===== config.mk =====
export PLATFORM = sky130hd
export DESIGN_NAME = fp_add_unit
export DESIGN_NICKNAME = d
export VERILOG_FILES = /design/src/rtl/fp_add_unit.sv
export SDC_FILE = /design/constraint.sdc
export NUM_CORES = 1
export LEC_CHECK = 0
export ABC_CLOCK_PERIOD_IN_PS = 8500
export BUFFER_PORTS_ARGS = -buffer_cell sky130_fd_sc_hd__buf_2
export CAP_MARGIN = 30
export CORE_ASPECT_RATIO = 0.75
export CORE_UTILIZATION = 45
export DETAILED_ROUTE_END_ITERATION = 7
export RECOVER_POWER = 25
export SLEW_MARGIN = 10
export SYNTH_ARGS = -nofsm -noshare
export SYNTH_HDL_FRONTEND = slang
export SYNTH_SLANG_ARGS = --single-unit

===== constraint.sdc =====
create_clock -name clock -period 8.5 [get_ports clock]
set_input_delay 0.85 -clock clock [delete_from_list [all_inputs] [get_ports clock]]
set_output_delay 0.85 -clock clock [all_outputs]
set_load 0.02 [all_outputs]

===== src/rtl/fp_add_unit.sv =====
`default_nettype none
// ============================================================================
// Module   : fp_add_unit
// Purpose  : Multi-cycle IEEE-754 single-precision adder/subtractor.
//            Round-to-nearest-even, subnormal inputs and results flushed to
//            zero. Fixed five-cycle start-to-done latency through the
//            sequence IDLE -> ALIGN -> ADD -> NORM -> ROUND -> DONE.
// Ports    : clock, reset (async, active-high)
//            start, op (0 = add, 1 = sub), rs1_data, rs2_data  -- request
//            busy, done, result, flag_invalid/overflow/underflow -- response
// Revision : 1.0  initial release
// ============================================================================
module fp_add_unit #(
    parameter int EXP_W = 8,
    parameter int MAN_W = 23
) (
    input  logic                   clock,
    input  logic                   reset,
    input  logic                   start,
    input  logic                   op,
    input  logic [EXP_W+MAN_W:0]   rs1_data,
    input  logic [EXP_W+MAN_W:0]   rs2_data,
    output logic                   busy,
    output logic                   done,
    output logic [EXP_W+MAN_W:0]   result,
    output logic                   flag_invalid,
    output logic                   flag_overflow,
    output logic                   flag_underflow
);

    localparam int c_WORD_W = EXP_W + MAN_W + 1;    // 32
    localparam int c_SIG_W  = MAN_W + 1;            // 24, with hidden bit
    localparam int c_FLD_W  = c_SIG_W + 3;          // 27, {sig, G, R, S}
    localparam int c_SUM_W  = c_FLD_W + 1;          // 28, with carry
    localparam int c_PAD_W  = c_FLD_W - 1;          // 26, alignment spill
    localparam int c_T_W    = c_FLD_W + c_PAD_W;    // 53

    localparam logic [EXP_W-1:0]    c_EXP_MAX = '1;
    localparam logic [c_WORD_W-1:0] c_QNAN    = 32'h7FC0_0000;

    typedef enum logic [2:0] {
        S_IDLE  = 3'd0,
        S_ALIGN = 3'd1,
        S_ADD   = 3'd2,
        S_NORM  = 3'd3,
        S_ROUND = 3'd4,
        S_DONE  = 3'd5
    } state_t;

    state_t r_state;
    state_t w_state_next;

    // A new request is taken in IDLE and also in DONE, so a held start
    // restarts back-to-back every five cycles.
    logic w_accept;
    assign w_accept = start && (r_state == S_IDLE || r_state == S_DONE);

    always_ff @(posedge clock or posedge reset) begin
        if (reset) r_state <= S_IDLE;
        else       r_state <= w_state_next;
    end

    always_comb begin
        w_state_next = r_state;
        case (r_state)
            S_IDLE:  if (start) w_state_next = S_ALIGN;
            S_ALIGN: w_state_next = S_ADD;
            S_ADD:   w_state_next = S_NORM;
            S_NORM:  w_state_next = S_ROUND;
            S_ROUND: w_state_next = S_DONE;
            S_DONE:  w_state_next = start ? S_ALIGN : S_IDLE;
            default: w_state_next = S_IDLE;
        endcase
    end

    assign busy = (r_state != S_IDLE);
    assign done = (r_state == S_DONE);

    // ------------------------------------------------------------------
    // Operand latch (B already carries the op-adjusted sign)
    // ------------------------------------------------------------------
    logic [c_WORD_W-1:0] r_a, r_b;

    // ------------------------------------------------------------------
    // ALIGN: unpack, classify, order by magnitude, align B
    // ------------------------------------------------------------------
    logic [EXP_W-1:0]    w_exp_a, w_exp_b;
    logic [MAN_W-1:0]    w_man_a, w_man_b;
    logic                w_zero_a, w_zero_b;
    logic                w_nan_a, w_nan_b, w_inf_a, w_inf_b;
    logic [c_WORD_W-2:0] w_key_a, w_key_b, w_big_key, w_sml_key;
    logic                w_swap, w_big_sign, w_sml_sign;
    logic [EXP_W-1:0]    w_big_exp, w_sml_exp, w_diff;
    logic [c_SIG_W-1:0]  w_big_sig, w_sml_sig;
    logic [c_T_W-1:0]    w_shift_t;
    logic [c_FLD_W-1:0]  w_field_b;
    logic                w_spec, w_spec_inv;
    logic [c_WORD_W-1:0] w_spec_val;

    assign w_exp_a  = r_a[c_WORD_W-2:MAN_W];
    assign w_exp_b  = r_b[c_WORD_W-2:MAN_W];
    assign w_man_a  = r_a[MAN_W-1:0];
    assign w_man_b  = r_b[MAN_W-1:0];
    assign w_zero_a = (w_exp_a == '0);
    assign w_zero_b = (w_exp_b == '0);
    assign w_nan_a  = (w_exp_a == c_EXP_MAX) && (w_man_a != '0);
    assign w_nan_b  = (w_exp_b == c_EXP_MAX) && (w_man_b != '0);
    assign w_inf_a  = (w_exp_a == c_EXP_MAX) && (w_man_a == '0);
    assign w_inf_b  = (w_exp_b == c_EXP_MAX) && (w_man_b == '0);

    // Flushed operands compare as zero magnitude.
    assign w_key_a    = w_zero_a ? '0 : r_a[c_WORD_W-2:0];
    assign w_key_b    = w_zero_b ? '0 : r_b[c_WORD_W-2:0];
    assign w_swap     = (w_key_b > w_key_a);
    assign w_big_key  = w_swap ? w_key_b : w_key_a;
    assign w_sml_key  = w_swap ? w_key_a : w_key_b;
    assign w_big_sign = w_swap ? r_b[c_WORD_W-1] : r_a[c_WORD_W-1];
    assign w_sml_sign = w_swap ? r_a[c_WORD_W-1] : r_b[c_WORD_W-1];
    assign w_big_exp  = w_big_key[c_WORD_W-2:MAN_W];
    assign w_sml_exp  = w_sml_key[c_WORD_W-2:MAN_W];
    assign w_big_sig  = {(w_big_exp != '0), w_big_key[MAN_W-1:0]};
    assign w_sml_sig  = {(w_sml_exp != '0), w_sml_key[MAN_W-1:0]};
    assign w_diff     = w_big_exp - w_sml_exp;

    // Padding below the field keeps every shifted-out bit for the sticky OR.
    assign w_shift_t = {w_sml_sig, 3'b000, {c_PAD_W{1'b0}}} >> w_diff;

    always_comb begin
        if (w_diff >= EXP_W'(c_PAD_W)) begin
            w_field_b = {{(c_FLD_W-1){1'b0}}, (w_sml_sig != '0)};
        end else begin
            w_field_b = {w_shift_t[c_T_W-1:c_PAD_W+1],
                         w_shift_t[c_PAD_W] | (|w_shift_t[c_PAD_W-1:0])};
        end
    end

    always_comb begin
        w_spec     = w_nan_a | w_nan_b | w_inf_a | w_inf_b;
        w_spec_inv = 1'b0;
        w_spec_val = c_QNAN;
        if (w_nan_a || w_nan_b ||
            (w_inf_a && w_inf_b && (r_a[c_WORD_W-1] != r_b[c_WORD_W-1]))) begin
            w_spec_inv = 1'b1;
        end else if (w_inf_a) begin
            w_spec_val = {r_a[c_WORD_W-1], c_EXP_MAX, {MAN_W{1'b0}}};
        end else begin
            w_spec_val = {r_b[c_WORD_W-1], c_EXP_MAX, {MAN_W{1'b0}}};
        end
    end

    // ------------------------------------------------------------------
    // Pipeline-of-states registers
    // ------------------------------------------------------------------
    logic                r_sign, r_eff_sub, r_neg_zero, r_is_zero;
    logic signed [9:0]   r_exp;
    logic [c_FLD_W-1:0]  r_sig_a, r_sig_b, r_mant;
    logic [c_SUM_W-1:0]  r_sum;
    logic                r_spec, r_spec_inv;
    logic [c_WORD_W-1:0] r_spec_val;

    // ------------------------------------------------------------------
    // NORM: single-cycle leading-zero count over the 27-bit field
    // ------------------------------------------------------------------
    logic [4:0] w_lzc;
    always_comb begin
        w_lzc = 5'(c_FLD_W);
        for (int i = 0; i < c_FLD_W; i++) begin
            if (r_sum[i]) w_lzc = 5'(c_FLD_W - 1 - i);
        end
    end

    // ------------------------------------------------------------------
    // ROUND: RNE on {sig, G, R, S}, then range checks
    // ------------------------------------------------------------------
    logic                w_inc;
    logic [c_SIG_W:0]    w_rsig;
    logic signed [9:0]   w_rexp;
    logic [MAN_W-1:0]    w_frac;
    logic [c_WORD_W-1:0] w_final;
    logic                w_ovf, w_unf;

    assign w_inc  = r_mant[2] & (r_mant[1] | r_mant[0] | r_mant[3]);
    assign w_rsig = {1'b0, r_mant[c_FLD_W-1:3]} + {{c_SIG_W{1'b0}}, w_inc};
    assign w_rexp = r_exp + $signed({9'd0, w_rsig[c_SIG_W]});
    assign w_frac = w_rsig[c_SIG_W] ? w_rsig[c_SIG_W-1:1] : w_rsig[MAN_W-1:0];

    always_comb begin
        w_final = {r_sign, w_rexp[EXP_W-1:0], w_frac};
        w_ovf   = 1'b0;
        w_unf   = 1'b0;
        if (r_is_zero) begin
            w_final = {r_neg_zero, {(c_WORD_W-1){1'b0}}};
        end else if (w_rexp >= 10'sd255) begin
            w_final = {r_sign, c_EXP_MAX, {MAN_W{1'b0}}};
            w_ovf   = 1'b1;
        end else if (w_rexp <= 10'sd0) begin
            w_final = {r_sign, {(c_WORD_W-1){1'b0}}};
            w_unf   = 1'b1;
        end
    end

    always_ff @(posedge clock or posedge reset) begin
        if (reset) begin
            r_a            <= '0;
            r_b            <= '0;
            r_sign         <= 1'b0;
            r_eff_sub      <= 1'b0;
            r_neg_zero     <= 1'b0;
            r_is_zero      <= 1'b0;
            r_exp          <= '0;
            r_sig_a        <= '0;
            r_sig_b        <= '0;
            r_mant         <= '0;
            r_sum          <= '0;
            r_spec         <= 1'b0;
            r_spec_inv     <= 1'b0;
            r_spec_val     <= '0;
            result         <= '0;
            flag_invalid   <= 1'b0;
            flag_overflow  <= 1'b0;
            flag_underflow <= 1'b0;
        end else begin
            if (w_accept) begin
                r_a            <= rs1_data;
                r_b            <= {rs2_data[c_WORD_W-1] ^ op, rs2_data[c_WORD_W-2:0]};
                flag_invalid   <= 1'b0;
                flag_overflow  <= 1'b0;
                flag_underflow <= 1'b0;
            end
            case (r_state)
                S_ALIGN: begin
                    r_sign     <= w_big_sign;
                    r_eff_sub  <= (w_big_sign != w_sml_sign);
                    r_neg_zero <= w_zero_a & w_zero_b & r_a[c_WORD_W-1] & r_b[c_WORD_W-1];
                    r_exp      <= $signed({2'b00, w_big_exp});
                    r_sig_a    <= {w_big_sig, 3'b000};
                    r_sig_b    <= w_field_b;
                    r_spec     <= w_spec;
                    r_spec_inv <= w_spec_inv;
                    r_spec_val <= w_spec_val;
                end
                S_ADD: begin
                    r_sum <= r_eff_sub ? ({1'b0, r_sig_a} - {1'b0, r_sig_b})
                                       : ({1'b0, r_sig_a} + {1'b0, r_sig_b});
                end
                S_NORM: begin
                    r_is_zero <= (r_sum == '0);
                    if (r_sum[c_SUM_W-1]) begin
                        r_mant <= {r_sum[c_SUM_W-1:2], r_sum[1] | r_sum[0]};
                        r_exp  <= r_exp + 10'sd1;
                    end else begin
                        r_mant <= r_sum[c_FLD_W-1:0] << w_lzc;
                        r_exp  <= r_exp - $signed({5'd0, w_lzc});
                    end
                end
                S_ROUND: begin
                    // Results become visible on the edge that enters DONE.
                    if (r_spec) begin
                        result         <= r_spec_val;
                        flag_invalid   <= r_spec_inv;
                        flag_overflow  <= 1'b0;
                        flag_underflow <= 1'b0;
                    end else begin
                        result         <= w_final;
                        flag_invalid   <= 1'b0;
                        flag_overflow  <= w_ovf;
                        flag_underflow <= w_unf;
                    end
                end
                default: ;
            endcase
        end
    end

endmodule
`default_nettype wire


==> results.tsv, run 1 <==
metric	value	unit
Hold/Removal Path Class	register to register	
critical path class	register to register	
status	finished, violations left	
share of layout cells above drive strength 1	15.3	%
First DRT Iteration DRCs	1770	
Max FO, Critical Path	30	
Syn Nets	2245	
Setup TNS Final	0	ps
WL/cell	21.3	microns
RSZ-0062 raised after global routing	no	
complex-gate fraction of the synthesized area	19.8	%
placed cell count	2590	
Synth Area in Simple Gates	18.8	%
most frequent cells in the layout	248 x nand2_1, 226 x dfrtp_1, 167 x nor2_1	
IO Pins	105	
largest family of logic cells by synthesized area	compound AO/OA/AOI/OAI gates	
FF-to-FF Start	r_b[27]	
Synth cell types	88	
fin nets	2273	
multiplexer share of the synthesized area	13.8	%
achievable frequency	137	MHz
fill cell count	3693	
leading cell type in the layout, fill and taps excluded	nand2_1	
DRT Pass-1 Iters	5	
count of max-cap constraint violations	3	
Post-synth EDFFs	0	
CTS Hold Bufs	0	
Critical Path Source Type	register	
Synthesis Warnings	0	
Worst Reg2Reg Path Length in Cells	23	
syn_area_per_cell	8.50	sq um
sequential share of the synthesized area	32.0	%
Routed WL	56100	microns
design area	19400	sq um
Setup Skew	20.9	ps
XOR/XNOR Fraction of Synth Area	3.32	%
final setup fails	0	
Top FF cell, synth	dfrtp_1	
DP Area	18600	sq um
Netlist Area Pre-Place	17700	sq um
Longest Clk Path Bufs	3	
Tmin final	7320	ps
# rows	62	
total gr overflow	0	
Clk pin slew, worst setup/hold paths	70	ps
clock tree sinks	226	
initial antenna violation count	0	
Root Buffer	clkbuf_16	
Adder-Cell Fraction of Synth Area	6.95	%
critical path data required time	8950	ps
first-pass GRT wire length	89500	microns
Die Height	174	microns
largest net degree at the start of global routing	97	
FF-to-FF setup slack	1180	ps
asr flop ratio synth	100	%
htree depth	1	
Area Overhead vs Synth	10.0	%
crit path launch	r_b[27]	
Post-Layout Cell Count	2637	
Vias/cell	6.14	
RD Place Congestion	0.955	
CTS buffer count	26	
Final Max Slew Viols	220	
fin crit share	86.1	%
dpl hpwl	42100	microns
CTS tree	done	
failing checks	capacitance limit, slew limit	
antenna fix cells	0	
Vias	16203	
Rel. slew slack	-183	%
IO Port Bufs	104	
DIE AREA	40100	sq um
post-cts sizing count	0	
Initial Util	45.9	%
worst r2r dst	r_sig_b[0]	
core area	38500	sq um
final hold vios	0	
Routed Antenna Nets	0	
global-route usage over all layers	27.9	%
Setup crit end	r_sig_b[0]	
cells after synthesis	2080	
Least-Margin Pin Slew	4220	ps
Die Wd	231	microns
CP Capture Type	register	
worst skew pair latency	560	ps
crit path DAT	7760	ps
vias in the first global route	15391	
DRC Markers	0	
register bit count reported by yosys	226	
setup bufs post-CTS	0	
## synthesized netlist by cell type (20+ instances only)
cell      number  area, sq um
nor3_1        57          285
a31oi_1       53          332
mux2i_1       90          901
ha_1          95         1190
dfrtp_1      226         5660
clkbuf_1     104          390
mux2_2        84          946
nor2_1       168          631
nand2b_1      22          138
and2_1        33          206
xnor2_1       43          377
nand2_1      248          931
o21ai_0      146          731
a211oi_1      25          188
buf_1         20         75.1
nand3_1       64          320
inv_1         90          338
a21oi_1      122          611
nor4_1        21          131
o22ai_1       24          150
and3_1        26          163
xor2_1        24          210
## metal layers
| metal | vias up | GRT usage, % | routed length (microns) |
|---|---|---|---|
| met5 | - | 0 | 0 |
| met4 | 0 | 5.13 | 940 |
| met3 | 64 | 6.89 | 5510 |
| met2 | 640 | 38.2 | 22100 |
| met1 | 7886 | 43.8 | 27500 |
| li1 | 7613 | - | - |
## registers in the layout, indices dropped and copies added, names as in the netlist, 3 cells and up
signal,cells
r_a,32
r_b,32
result,32
r_sum,28
r_mant,27
r_sig_b,27
r_sig_a,24
r_exp,10
r_spec_val,3
r_state,3
## through the flow
stage | util [%] | hold WS [ps] | setup slack [ps]
2_1_floorplan | - | 435 | 1300
3_3_place_gp | 48.2 | 457 | 1260
3_5_place_dp | 48.3 | 473 | 1400
4_1_cts | 50.6 | 389 | 1380
5_1_grt | 50.5 | 494 | 512
6_report | 50.5 | 479 | 1180
## cell type report
type,count,area (sq um),area share [%]
multi-input combinational,1621,11100,57.2
sequential,226,5660,29.1
timing repair buffer,140,782,4.02
clock buffer,35,744,3.83
tap,512,641,3.29
inverter,93,350,1.80
clock inverter,10,145,0.746
## logic make-up after synthesis
group           after synthesis
fa+ha+maj                    97
xor+xnor                     67
compound gates              541
mux                         203
buf+inv                     233
simple gates                713
flops                       226
## how the worst min path moves through the flow
stage                         startpoint        endpoint  slack (ps)  cells past startpoint
after floorplan           r_spec_val[30]  r_spec_val[30]         440                      1
after global placement        result[17]      result[17]         460                      2
after detailed placement       result[7]       result[7]         470                      2
after CTS                          reset          r_b[2]         390                      2
after global routing        rs2_data[23]         r_b[23]         490                      2
final                          result[7]       result[7]         480                      2
## worst max-delay path, stage by stage, from the launching register on
cell and delay [ps]:
dfrtp_1 460, nor4_1 300, nand2_1 150, or3_1 470
buf_8 230, and2_1 190, ha_1 350, and3_1 170
nand3_1 210, nor4_1 590, o31a_1 380, o31ai_4 100
mux2i_1 200, ha_1 280, or2_2 160, a21oi_1 70
a2111oi_2 620, and2_1 750, mux2i_1 220, a21oi_1 370
mux2i_1 170, or4_1 510, o21ai_1 160, a21oi_1 70
Power of run 1 is left out: the tool's default activity adds up to more than one toggle a clock period on the data nets, which glitch-free logic cannot reach.
==> run 2: changes to the inputs <==
Settings changed: ABC_CLOCK_PERIOD_IN_PS 8500 to 8600, PLACE_DENSITY set to 0.63.
Clock period 8.5 ns to 8.6 ns, I/O delays scaled along.
==> run 2 against run 1 <==
Against the previous run:
- the flow still finishes with violations (capacitance limit, slew limit)
- via count increased by 0.46%
- highest routed layer unchanged
- clock-buffer cell count decreased by 5
- global-route usage decreased by 0.26 points
- cell count decreased by 0.11%
- largest cell class unchanged
==> results.tsv, run 2 (synthesis results as in run 1) <==
metric	value	unit
first-pass GRT wire length	88300	microns
Tmin final	7370	ps
dpl hpwl	41400	microns
Largest regs	r_a (32), r_b (32), result (32)	
Root Buffer	clkbuf_16	
achievable frequency	136	MHz
Setup TNS Final	0	ps
Post-Layout Cell Count	2634	
share of layout cells above drive strength 1	15.3	%
most frequent cells in the layout	248 x nand2_1, 226 x dfrtp_1, 167 x nor2_1	
Critical Path Source Type	register	
IO Pins	105	
status	finished, violations left	
DP Worst Slack	1560	ps
setup bufs post-CTS	0	
worst skew pair latency	560	ps
count of max-cap constraint violations	2	
IO Port Bufs	104	
WL/cell	21.1	microns
CTS Hold Bufs	0	
Worst Reg2Reg Path Length in Cells	23	
CTS buffer count	26	
Initial Util	45.9	%
clock tree sinks	226	
Die Wd	231	microns
Die Height	174	microns
RSZ-0062 raised after global routing	no	
Final Max Slew Viols	163	
failing checks	capacitance limit, slew limit	
post-cts sizing count	0	
Longest Clk Path Bufs	3	
vias in the first global route	15393	
DRT Pass-1 Iters	8	
final setup fails	0	
Area Overhead vs Synth	9.88	%
Rel. slew slack	-187	%
htree depth	1	
Least-Margin Pin Slew	4280	ps
Max FO, Critical Path	29	
Met1 Wirelength	26800	microns
Routed Antenna Nets	0	
fin crit share	85.8	%
leading cell type in the layout, fill and taps excluded	nand2_1	
crit path DAT	7810	ps
final hold vios	0	
critical path class	register to register	
placed cell count	2583	
Clk pin slew, worst setup/hold paths	70	ps
uppermost layer routed	met4	
final worst slack	1230	ps
global-route usage over all layers	27.7	%
total gr overflow	0	
Hold/Removal Path Class	register to register	
routed wl met2	22600	microns
Routed WL	55500	microns
routed wl met3	5060	microns
Vias/cell	6.18	
critical path data required time	9030	ps
CP Capture Type	register	
core area	38500	sq um
DIE AREA	40100	sq um
largest net degree at the start of global routing	99	
# rows	62	
fin nets	2267	
initial antenna violation count	0	
Worst Hold Depth	2	
RD Place Congestion	0.992	
DRC Markers	0	
First DRT Iteration DRCs	1657	
Vias	16278	
Setup Skew	17.7	ps
antenna fix cells	0	
CTS tree	done	
-- run 2: changes by cell type in the layout (fill, tap and decap cells not counted) --
cell	before	now
bufinv_16	3	4
clkinv_2	3	9
clkinv_4	0	2
buf_2	105	104
clkinvlp_4	2	1
buf_8	1	2
clkbuf_8	6	2
buf_4	30	24
clkbuf_1	6	5
-- run 2: path summary, 6_finish.rpt --
check	start	endpoint	slack, ps
setup / recovery	r_b[27]	r_sig_b[0]	1230
hold / removal	result[13]	result[13]	470
setup reg to reg	r_b[27]	r_sig_b[0]	1230
hold reg to reg	result[13]	result[13]	470
max in group asynchronous	reset	r_sig_a[19]	2040
min in group asynchronous	reset	r_a[25]	1530
-- run 2: worst max-delay path, cell delays in order, from the launching register on --
cell and delay, ps:
dfrtp_1 460, nor4_1 300, nand2_1 140, or3_1 480
buf_8 240, and2_1 190, ha_1 340, and3_1 170
nand3_1 200, nor4_1 670, o31a_1 360, o31ai_4 90
mux2i_1 180, ha_1 280, or2_2 160, a21oi_1 60
a2111oi_2 580, and2_1 770, mux2i_1 200, a21oi_1 450
mux2i_1 160, or4_1 490, o21ai_1 170, a21oi_1 80
-- run 2: per-layer routing --
layer	vias to the layer above	track usage [%]
met5	-	0
met4	0	5.57
met3	70	6.45
met2	661	38.7
li1	7596	-
met1	7951	42.8
-- run 2: area by class of cell --
class | instances | area [sq um]
clock buffer | 30 | 686
clock inverter | 18 | 215
fill | 3700 | 19100
inverter | 93 | 350
multi-input combinational | 1621 | 11100
sequential | 226 | 5660
tap | 512 | 641
timing repair buffer | 134 | 747
-- run 2: per-stage QoR --
stage	utilization, %	hold slack, ps	instance area [sq um]
floorplan	-	435	17700
finish	50.5	474	19400
global placement	48.1	457	18500
global route	50.5	495	19400
CTS	50.5	428	19400
detailed placement	48.1	460	18500
Power of run 2 is left out for the same reason.
==> run 3: changes to the inputs <==
Settings changed: ABC_CLOCK_PERIOD_IN_PS 8600 to 8300.
Clock period 8.6 ns to 8.3 ns, I/O delays scaled along.
==> run 3 against run 2 <==
Against the previous run:
- the flow still finishes with violations (capacitance limit, slew limit)
- routed wire length fell by 1.5%
- clock skew rose by 8.9 ps
- first-iteration DRC count rose by 0.84%
- via count fell by 0.87%
- final area fell by 0.12%
- register-to-register slack got worse by 320 ps
- worst hold slack got worse by 0.59 ps
- cell count barely moved
- die area did not move
- global-route usage fell by 0.46 points
- utilization fell by 0.062 points
- critical endpoint unchanged
- highest routed layer unchanged
==> results.tsv, run 3 (synthesis results as in run 1) <==
metric	value	unit
Routed WL	54600	microns
# rows	62	
CTS Hold Bufs	0	
status	finished, violations left	
global-route usage over all layers	27.2	%
Rel. slew slack	-205	%
final setup fails	0	
fill cell count	3712	
Routed Antenna Nets	0	
setup bufs post-CTS	0	
RSZ-0062 raised after global routing	no	
Area Overhead vs Synth	9.75	%
critical path class	register to register	
core area	38500	sq um
Tmin final	7400	ps
Max FO, Critical Path	30	
achievable frequency	135	MHz
CTS tree	done	
WL/cell	20.7	microns
dpl hpwl	40800	microns
critical path data required time	8720	ps
Initial Util	45.9	%
initial antenna violation count	0	
Critical Path Source Type	register	
DRT Pass-1 Iters	5	
DRC Markers	0	
crit path DAT	7810	ps
post-cts sizing count	0	
CP Capture Type	register	
fin crit share	89.1	%
vias in the first global route	15234	
Longest Clk Path Bufs	3	
First DRT Iteration DRCs	1671	
IO Port Bufs	104	
first-pass GRT wire length	87200	microns
flip-flop and latch area	5660	sq um
count of max-cap constraint violations	3	
most frequent cells in the layout	248 x nand2_1, 226 x dfrtp_1, 167 x nor2_1	
Setup TNS Final	0	ps
failing checks	capacitance limit, slew limit	
CTS buffer count	25	
area of the multi-input gates	11100	sq um
antenna fix cells	0	
fin nets	2271	
IO Pins	105	
Least-Margin Pin Slew	4540	ps
largest net degree at the start of global routing	103	
share of layout cells above drive strength 1	15.2	%
Clk pin slew, worst setup/hold paths	70	ps
final hold vios	0	
Die Wd	231	microns
Hold/Removal Path Class	register to register	
total gr overflow	0	
worst skew pair latency	560	ps
leading cell type in the layout, fill and taps excluded	nand2_1	
Vias	16137	
Die Height	174	microns
Largest regs	r_a (32), r_b (32), result (32)	
Final Max Slew Viols	227	
Vias/cell	6.12	
htree depth	1	
DIE AREA	40100	sq um
clock tree sinks	226	
RD Place Congestion	0.986	
Root Buffer	clkbuf_16	
Setup Skew	26.6	ps
==> run 3: changes by cell type in the layout (fill, tap and decap cells not counted), sizes merged <==
cell	previous run	this run
clkinv	12	7
clkbuf	34	36
buf	130	135
clkinvlp	2	1
bufinv	4	3
clkdlybuf4s25	0	1
==> run 3: final timing paths <==
kind	from	end	slack, ps	cells past startpoint
min in group asynchronous	reset	r_a[25]	1600	2
setup reg to reg	r_b[27]	r_sig_b[0]	900	23
setup / recovery	r_b[27]	r_sig_b[0]	900	23
hold / removal	result[13]	result[13]	470	2
hold reg to reg	result[13]	result[13]	470	2
max in group asynchronous	reset	r_sig_a[25]	1730	4
==> run 3: critical path: stages (launching register included) <==
cell	delay, ps
dfrtp_1	470
nor4_1	320
nand2_1	140
or3_1	460
buf_8	230
and2_1	200
ha_1	300
nand3_1	210
or3_1	440
nor4_2	420
mux2i_2	240
o31ai_4	120
mux2i_1	210
ha_1	280
or2_2	160
a21oi_1	70
a2111oi_2	590
and2_1	740
mux2i_1	210
a21oi_1	440
mux2i_1	190
or4_1	500
o21ai_1	190
a21oi_1	80
==> run 3: layout make-up <==
type / instances / area share (%)
multi-input combinational: 1621 / 57.4
sequential: 226 / 29.1
timing repair buffer: 139 / 4.00
clock buffer: 33 / 3.64
tap: 512 / 3.30
inverter: 93 / 1.81
clock inverter: 11 / 0.729
==> run 3: through the flow <==
stage	setup slack [ps]	util (%)	cells	cell area (sq um)	hold slack [ps]
4_1_cts	1090	50.4	2633	19400	404
2_1_floorplan	1100	-	2080	17700	435
6_report	904	50.4	2635	19400	474
3_5_place_dp	1180	48.2	2589	18600	464
5_1_grt	345	50.4	2635	19400	489
3_3_place_gp	1110	48.2	2586	18500	456
==> run 3: routing by layer <==
layer	GRT usage, %	wire (microns)	up-vias
met4	4.64	794	0
li1	-	-	7620
met3	7.58	5080	51
met5	0	0	-
met1	41.2	26100	7871
met2	38.6	22700	595
Power of run 3 is left out for the same reason.
